File: config.mk
export PLATFORM = sky130hd
export DESIGN_NAME = seven_seg_display_driver
export DESIGN_NICKNAME = d
export VERILOG_FILES = /design/src/rtl/seven_seg_display_driver.sv
export SDC_FILE = /design/constraint.sdc
export NUM_CORES = 1
export LEC_CHECK = 0
export ABC_CLOCK_PERIOD_IN_PS = 3200
export BUFFER_PORTS_ARGS = -buffer_cell sky130_fd_sc_hd__buf_2
export CORE_ASPECT_RATIO = 0.8
export CORE_MARGIN = 8
export CORE_UTILIZATION = 37
export DETAILED_ROUTE_END_ITERATION = 12
export GPL_ROUTABILITY_DRIVEN = 1
export GPL_TIMING_DRIVEN = 0
export PLACE_DENSITY = 0.57
export SKIP_CTS_REPAIR_TIMING = 1
export SKIP_LAST_GASP = 1
export SLEW_MARGIN = 20
export SYNTH_ARGS = -nofsm -noshare
export SYNTH_HDL_FRONTEND = slang
export SYNTH_SLANG_ARGS = --single-unit
File: constraint.sdc
create_clock -name clk -period 3.2 [get_ports clk]
set_input_delay 0.32 -clock clk [delete_from_list [all_inputs] [get_ports clk]]
set_output_delay 0.32 -clock clk [all_outputs]
set_load 0.005 [all_outputs]
File: src/rtl/seven_seg_display_driver.sv
// Seven-segment driver fed by a 4-digit anode scanner. The display value is double-buffered and
// promoted only on entry to digit 0, so a scan frame never shows a torn value.
module seven_seg_display_driver #(
  parameter bit ACTIVE_LOW = 1'b1
) (
  input  logic        clk,
  input  logic        reset,
  input  logic [3:0]  anode,
  input  logic [15:0] value_in,
  input  logic [3:0]  dp_in,
  input  logic        blank_lz,
  input  logic        load,
  output logic [6:0]  seg,
  output logic        dp,
  output logic [3:0]  anode_out,
  output logic        pending,
  output logic        frame_done
);

  localparam logic [6:0] SegOff  = 7'h7F;
  localparam logic [3:0] AnOff   = 4'hF;
  localparam logic [3:0] Digit0  = 4'b1110;
  // XOR masks applied at the output register; zero when the board is active-low.
  localparam logic [6:0] SegMask = ACTIVE_LOW ? 7'h00 : 7'h7F;
  localparam logic       DpMask  = ACTIVE_LOW ? 1'b0 : 1'b1;
  localparam logic [3:0] AnMask  = ACTIVE_LOW ? 4'h0 : 4'hF;

  logic [3:0]  prev_anode_q;
  logic        boundary;

  logic [15:0] shadow_value_q, shadow_value_d;
  logic [3:0]  shadow_dp_q, shadow_dp_d;
  logic        shadow_blz_q, shadow_blz_d;
  logic [15:0] active_value_q, active_value_d;
  logic [3:0]  active_dp_q, active_dp_d;
  logic        active_blz_q, active_blz_d;
  logic        pending_q, pending_d;
  logic        frame_done_q;

  logic [6:0]  seg_q, seg_d;
  logic        dp_q, dp_d;
  logic [3:0]  anode_out_q, anode_out_d;

  logic        sel_valid;
  logic [1:0]  sel;
  logic [3:0]  nibble;
  logic        dp_bit;
  logic        blank;
  logic        lz3, lz2, lz1;
  logic [6:0]  seg_raw;
  logic        dp_raw;
  logic [3:0]  an_raw;

  function automatic logic [6:0] hex_decode(input logic [3:0] n);
    logic [6:0] s;
    case (n)
      4'h0: s = 7'b1000000;
      4'h1: s = 7'b1111001;
      4'h2: s = 7'b0100100;
      4'h3: s = 7'b0110000;
      4'h4: s = 7'b0011001;
      4'h5: s = 7'b0010010;
      4'h6: s = 7'b0000010;
      4'h7: s = 7'b1111000;
      4'h8: s = 7'b0000000;
      4'h9: s = 7'b0010000;
      4'hA: s = 7'b0001000;
      4'hB: s = 7'b0000011;
      4'hC: s = 7'b1000110;
      4'hD: s = 7'b0100001;
      4'hE: s = 7'b0000110;
      default: s = 7'b0001110;
    endcase
    return s;
  endfunction

  assign boundary = (anode == Digit0) && (prev_anode_q != Digit0);

  // Shadow/active buffering; a load on the boundary cycle bypasses the shadow.
  always_comb begin
    shadow_value_d = shadow_value_q;
    shadow_dp_d    = shadow_dp_q;
    shadow_blz_d   = shadow_blz_q;
    active_value_d = active_value_q;
    active_dp_d    = active_dp_q;
    active_blz_d   = active_blz_q;
    pending_d      = pending_q;
    if (load) begin
      shadow_value_d = value_in;
      shadow_dp_d    = dp_in;
      shadow_blz_d   = blank_lz;
      pending_d      = 1'b1;
    end
    if (boundary) begin
      if (load) begin
        active_value_d = value_in;
        active_dp_d    = dp_in;
        active_blz_d   = blank_lz;
      end else if (pending_q) begin
        active_value_d = shadow_value_q;
        active_dp_d    = shadow_dp_q;
        active_blz_d   = shadow_blz_q;
      end
      pending_d = 1'b0;
    end
  end

  always_comb begin
    sel_valid = 1'b1;
    sel       = 2'd0;
    case (anode)
      4'b1110: sel = 2'd0;
      4'b1101: sel = 2'd1;
      4'b1011: sel = 2'd2;
      4'b0111: sel = 2'd3;
      default: sel_valid = 1'b0;
    endcase
  end

  // Decode uses the next active value so a same-edge promotion is visible immediately.
  always_comb begin
    lz3 = (active_value_d[15:12] == 4'h0);
    lz2 = lz3 && (active_value_d[11:8] == 4'h0);
    lz1 = lz2 && (active_value_d[7:4] == 4'h0);
    nibble = active_value_d[3:0];
    blank  = 1'b0;
    case (sel)
      2'd0: nibble = active_value_d[3:0];
      2'd1: begin
        nibble = active_value_d[7:4];
        blank  = lz1;
      end
      2'd2: begin
        nibble = active_value_d[11:8];
        blank  = lz2;
      end
      default: begin
        nibble = active_value_d[15:12];
        blank  = lz3;
      end
    endcase
    blank  = blank && active_blz_d;
    dp_bit = active_dp_d[sel];
  end

  always_comb begin
    seg_raw = SegOff;
    dp_raw  = 1'b1;
    an_raw  = AnOff;
    if (sel_valid) begin
      seg_raw = blank ? SegOff : hex_decode(nibble);
      dp_raw  = ~dp_bit;
      an_raw  = anode;
    end
    seg_d       = seg_raw ^ SegMask;
    dp_d        = dp_raw ^ DpMask;
    anode_out_d = an_raw ^ AnMask;
  end

  always_ff @(posedge clk or negedge reset) begin
    if (!reset) begin
      prev_anode_q   <= AnOff;
      shadow_value_q <= '0;
      shadow_dp_q    <= '0;
      shadow_blz_q   <= 1'b0;
      active_value_q <= '0;
      active_dp_q    <= '0;
      active_blz_q   <= 1'b0;
      pending_q      <= 1'b0;
      frame_done_q   <= 1'b0;
      seg_q          <= SegOff ^ SegMask;
      dp_q           <= 1'b1 ^ DpMask;
      anode_out_q    <= AnOff ^ AnMask;
    end else begin
      prev_anode_q   <= anode;
      shadow_value_q <= shadow_value_d;
      shadow_dp_q    <= shadow_dp_d;
      shadow_blz_q   <= shadow_blz_d;
      active_value_q <= active_value_d;
      active_dp_q    <= active_dp_d;
      active_blz_q   <= active_blz_d;
      pending_q      <= pending_d;
      frame_done_q   <= boundary;
      seg_q          <= seg_d;
      dp_q           <= dp_d;
      anode_out_q    <= anode_out_d;
    end
  end

  assign seg        = seg_q;
  assign dp         = dp_q;
  assign anode_out  = anode_out_q;
  assign pending    = pending_q;
  assign frame_done = frame_done_q;

endmodule

## Word-level counts from Yosys, hierarchy flattened

Memory sizes are Yosys's and may differ from the RTL's.
Cells that the tools add are included.
Widths: inputs -> output; s select.

- Memories: 1
- ROM bits: 112
- Input port bits: 28
- Word-level logic and storage cells: 53
- Register bits: 60
- Output and inout port bits: 14

Memory list:

| name | words | width | rd ports | clocked after memory_dff | write ports | line | text |
|---|---|---|---|---|---|---|---|
| (name not given) | 16 | 7 | 1 | 0 | 0 | 56 | `case (n)` |

- Mux-type cells: 21
- Order comparisons: 1
- Bitwise operators: 1
- Equality and inequality tests: 7
- Reduce and logical (&&, ||, !) cells: 10

Operators by type and width:

| cell | number |
|---|---|
| $mux 16 | 3 |
| $mux 4 | 4 |
| $mux 7 | 2 |
| $eq 4x4->1 const B | 3 |
| $logic_not 4->1 | 3 |
| $pmux 4 s3 | 1 |
| $mux 1 | 8 |
| $pmux 2 s3 | 1 |
| $eq 4x3->1 const B | 1 |
| $logic_and 1x1->1 | 4 |
| $ne 4x4->1 const B | 1 |
| $reduce_or 4->1 | 1 |
| $lt 2x3->1 const B | 1 |
| $pmux 1 s3 | 1 |
| $bmux 1 s2 | 1 |
| $eq 2x1->1 const B | 1 |
| $eq 2x2->1 const B | 1 |
| $logic_not 2->1 | 1 |
| $reduce_bool 2->1 | 1 |
| $not 1->1 | 1 |

## Longest topological paths before layout

- Depth after elaboration: 10
- Mapped depth: 13
- Mapped depth without buffers: 10

## Worst setup path after synthesis

OpenSTA, ideal clock, no wires.

- Path type: register to register
- Start point: register prev_anode_q[0]
- End point: register seg_q[3] (netlist: seg[3])
- Cell stages (with the launch flop): 13
- Period minus slack after synthesis: 2.863 ns
- Arrival time: 2.783 ns
- Path buffers: 2
- Setup slack: 0.337 ns
- Library setup time: 0.079 ns
- Data required time: 3.121 ns
- Path through: dfstp_2 -> and4b_1 -> or3_1 -> buf_2 -> buf_6 -> mux2_2 -> a22oi_1 -> a22o_1 -> inv_1 -> ha_1 -> mux4_2 -> inv_1 -> nand2_1

- Elaborated cells between the ends (all ways): 15
- Those cells by class: eq/ne: 1; mux: 6; reduce/logical: 7; memory: 1

RTL lines:

| item | line | text |
|---|---|---|
| start: declaration | 28 | `logic [3:0] prev_anode_q;` |
| start signal: assignment | 162 | `prev_anode_q <= AnOff;` |
| start signal: assignment | 175 | `prev_anode_q <= anode;` |
| $ne 4x4->1 | 77 | `assign boundary = (anode == Digit0) && (prev_anode_q != Digit0);` |
| $logic_and 1x1->1 | 77 |  |
| $mux 16 | 94 | `if (boundary) begin` |
| via active_value_d[1] | 34 | `logic [15:0] active_value_q, active_value_d;` |
| $pmux 4 s3 | 127 | `case (sel)` |
| $mem_v2 16x7 | - |  |
| $mux 7 | 151 | `seg_raw = blank ? SegOff : hex_decode(nibble);` |
| $mux 7 | 150 | `if (sel_valid) begin` |
| via seg_d[3] | 40 | `logic [6:0] seg_q, seg_d;` |
| end signal: assignment | 171 | `seg_q <= SegOff ^ SegMask;` |
| end signal: assignment | 184 | `seg_q <= seg_d;` |
| end: declaration | 40 |  |

The timed path passes the listed nets, and every way through them passes these cells.
A chain may end at the register's enable or synchronous reset.

## Worst setup path in the final report

Same ends and word-level chain as after synthesis.

==> results.json <==
{
  "status": "finished clean",
  "end_kind": "flop",
  "die_y_microns": 92.8,
  "synth.top_cell.area_share": 0.403,
  "finalSetupViolCount": 0,
  "synth-main-ff-cell": "dfrtp_1",
  "synthMuxAreaShare": 0.173,
  "p_per_area_mw_per_mm2": 658,
  "syn_avg_cell_area_sq_um": 13.1,
  "ys_seq_elements": 60,
  "finalCritPeriodShare": 0.954,
  "sw_frac_of_total": 0.260,
  "cts.sinks": 60,
  "timing.final.crit_period_ps": 3050,
  "multi_input_area_sq_mm": 0.00110,
  "post-dp-hpwl_microns": 4130,
  "synth_area_leader_cell": "dfrtp_1",
  "clkLatencyLatePin_ps": 340,
  "start_util": 0.374,
  "synthAdderAreaFrac": 0.0275,
  "p_int_mw": 1.61,
  "nets": 294,
  "syn_area_sq_mm": 0.00273,
  "synth_top_family_by_area": "multiplexers",
  "port_buffers": 40,
  "cp-start-kind": "flop",
  "wirelength_microns": 5830,
  "n_antenna_cell": 0,
  "finalHoldViolations": 0,
  "leakagePower_nw": 1.49,
  "async_flop_share": 1.00,
  "vias": 1822,
  "relSlewSlack": 0.364,
  "vdd_drop_max_v": 0.000318,
  "final_common_cell": "dfrtp_1",
  "worst-path-max-fanout": 10,
  "timing.fmax_mhz": 328,
  "max-cap-violations": 0,
  "whs_ps": 39.2,
  "seq_area_frac_synth": 0.558,
  "crit_path_frequent_cell": "inv_1",
  "seq_power_share": 0.434,
  "cpPeakStageDelay_ps": 510,
  "rows": 28,
  "area_delta_synth_final_pct": 21.0,
  "numCtsBuffers": 9,
  "critical_path.cell_chain": "and4b_1, or3_1, buf_2, buf_6, mux2_2, a22oi_1, a22o_4, inv_1, ha_1, mux4_2, inv_1, nand2_1",
  "power_frac_comb": 0.202,
  "clockPowerShare": 0.364,
  "core_sq_mm": 0.00729,
  "clkSlewWorstSetupHoldPaths_ps": 70,
  "fillCellCount": 681,
  "fin_skew_ps": 6.67,
  "drtIter0Drc": 87,
  "ys_warn_count": 0,
  "clock-root-buffer": "clkbuf_8",
  "fin_tns_setup_ps": 0,
  "gp_congestion": 0.749,
  "overflow": 0,
  "dieArea_sq_mm": 0.0104,
  "antenna_found_initial": 0,
  "synth_nets": 243,
  "setup_slack_ps": 149,
  "via_per_inst": 5.13,
  "ant_nets": 0,
  "grt_pass1_wl_microns": 9810,
  "yosys-top-cells-area": "dfrtp_1 40%, dfstp_2 15%, mux2_2 13%",
  "routedWlPerCell_microns": 16.4,
  "ios": 42,
  "track_usage": 0.120,
  "place_worst_setup_slack_ps": -80.5,
  "die_x_microns": 112,
  "grt_start_max_net_pins": 61,
  "r2r_cells": 12,
  "synth_edf_count": 0,
  "most-common-layout-cells": "44 x dfrtp_1, 42 x buf_2, 32 x mux2_2, 16 x dfstp_2, 14 x inv_1",
  "first_global_vias": 1982,
  "drt_pre_antenna_iters": 4,
  "htreeDepth": 3,
  "slew_violations": 0,
  "syn_inst": 209,
  "slowest_stage": "dfstp_2",
  "clock_path_buffers": 2,
  "tightest_slew_ps": 941,
  "synth_compound_area_frac": 0.115,
  "yosys.area_share.simple": 0.0752,
  "cp.required_ps": 3470,
  "arrival_ps": 3320,
  "critical_path_class": "flop to flop",
  "seq_area_sq_mm": 0.00152,
  "synth.distinct_cells": 48,
  "cts_tree": "done",
  "rsz0062_at_grt": "false",
  "switchingPower_uw": 565,
  "drive_above_1_share": 0.472,
  "route.detailed.drc": 0,
  "synth-xor-area-share": 0.00321,
  "hold_class": "input port to async pin"
}
[Yosys cell counts, types with 3 or more instances]
cell / n
a21oi_1: 3
a221o_1: 4
a221oi_1: 3
a22o_1: 3
a22oi_1: 4
buf_2: 4
buf_4: 3
dfrtp_1: 44
dfstp_2: 16
ha_1: 6
inv_1: 14
mux2_2: 32
mux2i_1: 6
nand2_1: 7
nor2_1: 9
nor4_1: 3
o211ai_1: 3
[power by group through the flow]
stage	logic, mW	registers [mW]	clock network (mW)
after detailed placement	0.430	0.955	0
final	0.439	0.943	0.791
after global routing	0.494	0.957	0.846
after CTS	0.434	0.941	0.807
after floorplan	0.307	0.943	0
after global placement	0.422	0.949	0
[routing by layer]
layer / up-vias / track usage / wire [microns]
met5: - / 0 / 0
met4: 0 / 0.0470 / 84
met3: 10 / 0.0475 / 362
met2: 41 / 0.180 / 2500
met1: 909 / 0.153 / 2890
li1: 862 / - / -
[worst max-delay path: cells and delay by family (launching register included)]
family | cells | cell delay, ps
adders and majority gates | 1 | 260
buffers and inverters | 4 | 470
and+or+nand+nor | 3 | 600
DFF | 1 | 510
muxes | 2 | 750
AOI/OAI and AO/OA | 2 | 380
[kinds of logic after synthesis]
group                      after synthesis
DFF                                     60
buffers and inverters                   27
adders and majority gates                6
and+or+nand+nor                         35
xor gates and xnor gates                 1
AOI/OAI and AO/OA                       39
muxes                                   41
[layout make-up]
class,instances,area share
multi-input combinational,122,0.332
sequential,60,0.461
tap,90,0.0341
timing repair buffer,40,0.0614
buffer,12,0.0239
inverter,15,0.0170
clock inverter,4,0.0212
clock buffer,12,0.0500
[metrics by stage]
stage                      util  instance area (sq um)  power (mW)  cells
after floorplan               -                   2730        1.25    209
after global placement    0.417                   3040        1.37    339
final                     0.453                   3300        2.17    355
after detailed placement  0.418                   3040        1.38    339
after global routing      0.453                   3300        2.30    355
after CTS                 0.450                   3280        2.18    355
[worst paths after layout]
kind                                      start                end  slack [ps]
worst max-delay path            prev_anode_q[0]             seg[3]         150
worst min-delay path                      reset  shadow_value_q[7]          40
worst max register to register  prev_anode_q[0]             seg[3]         150
worst min register to register   shadow_dp_q[3]     shadow_dp_q[3]         500
max in group asynchronous                 reset     active_dp_q[0]        2670
min in group clk                       anode[1]    prev_anode_q[1]          90
[state kept, by name (all words and copies together), names as in the netlist]
signal,cells
active_blz_q,1
active_dp_q,4
active_value_q,16
anode_out,4
dp,1
frame_done,1
pending,1
prev_anode_q,4
seg,7
shadow_blz_q,1
shadow_dp_q,4
shadow_value_q,16
Power figures use the tool's default switching activity.
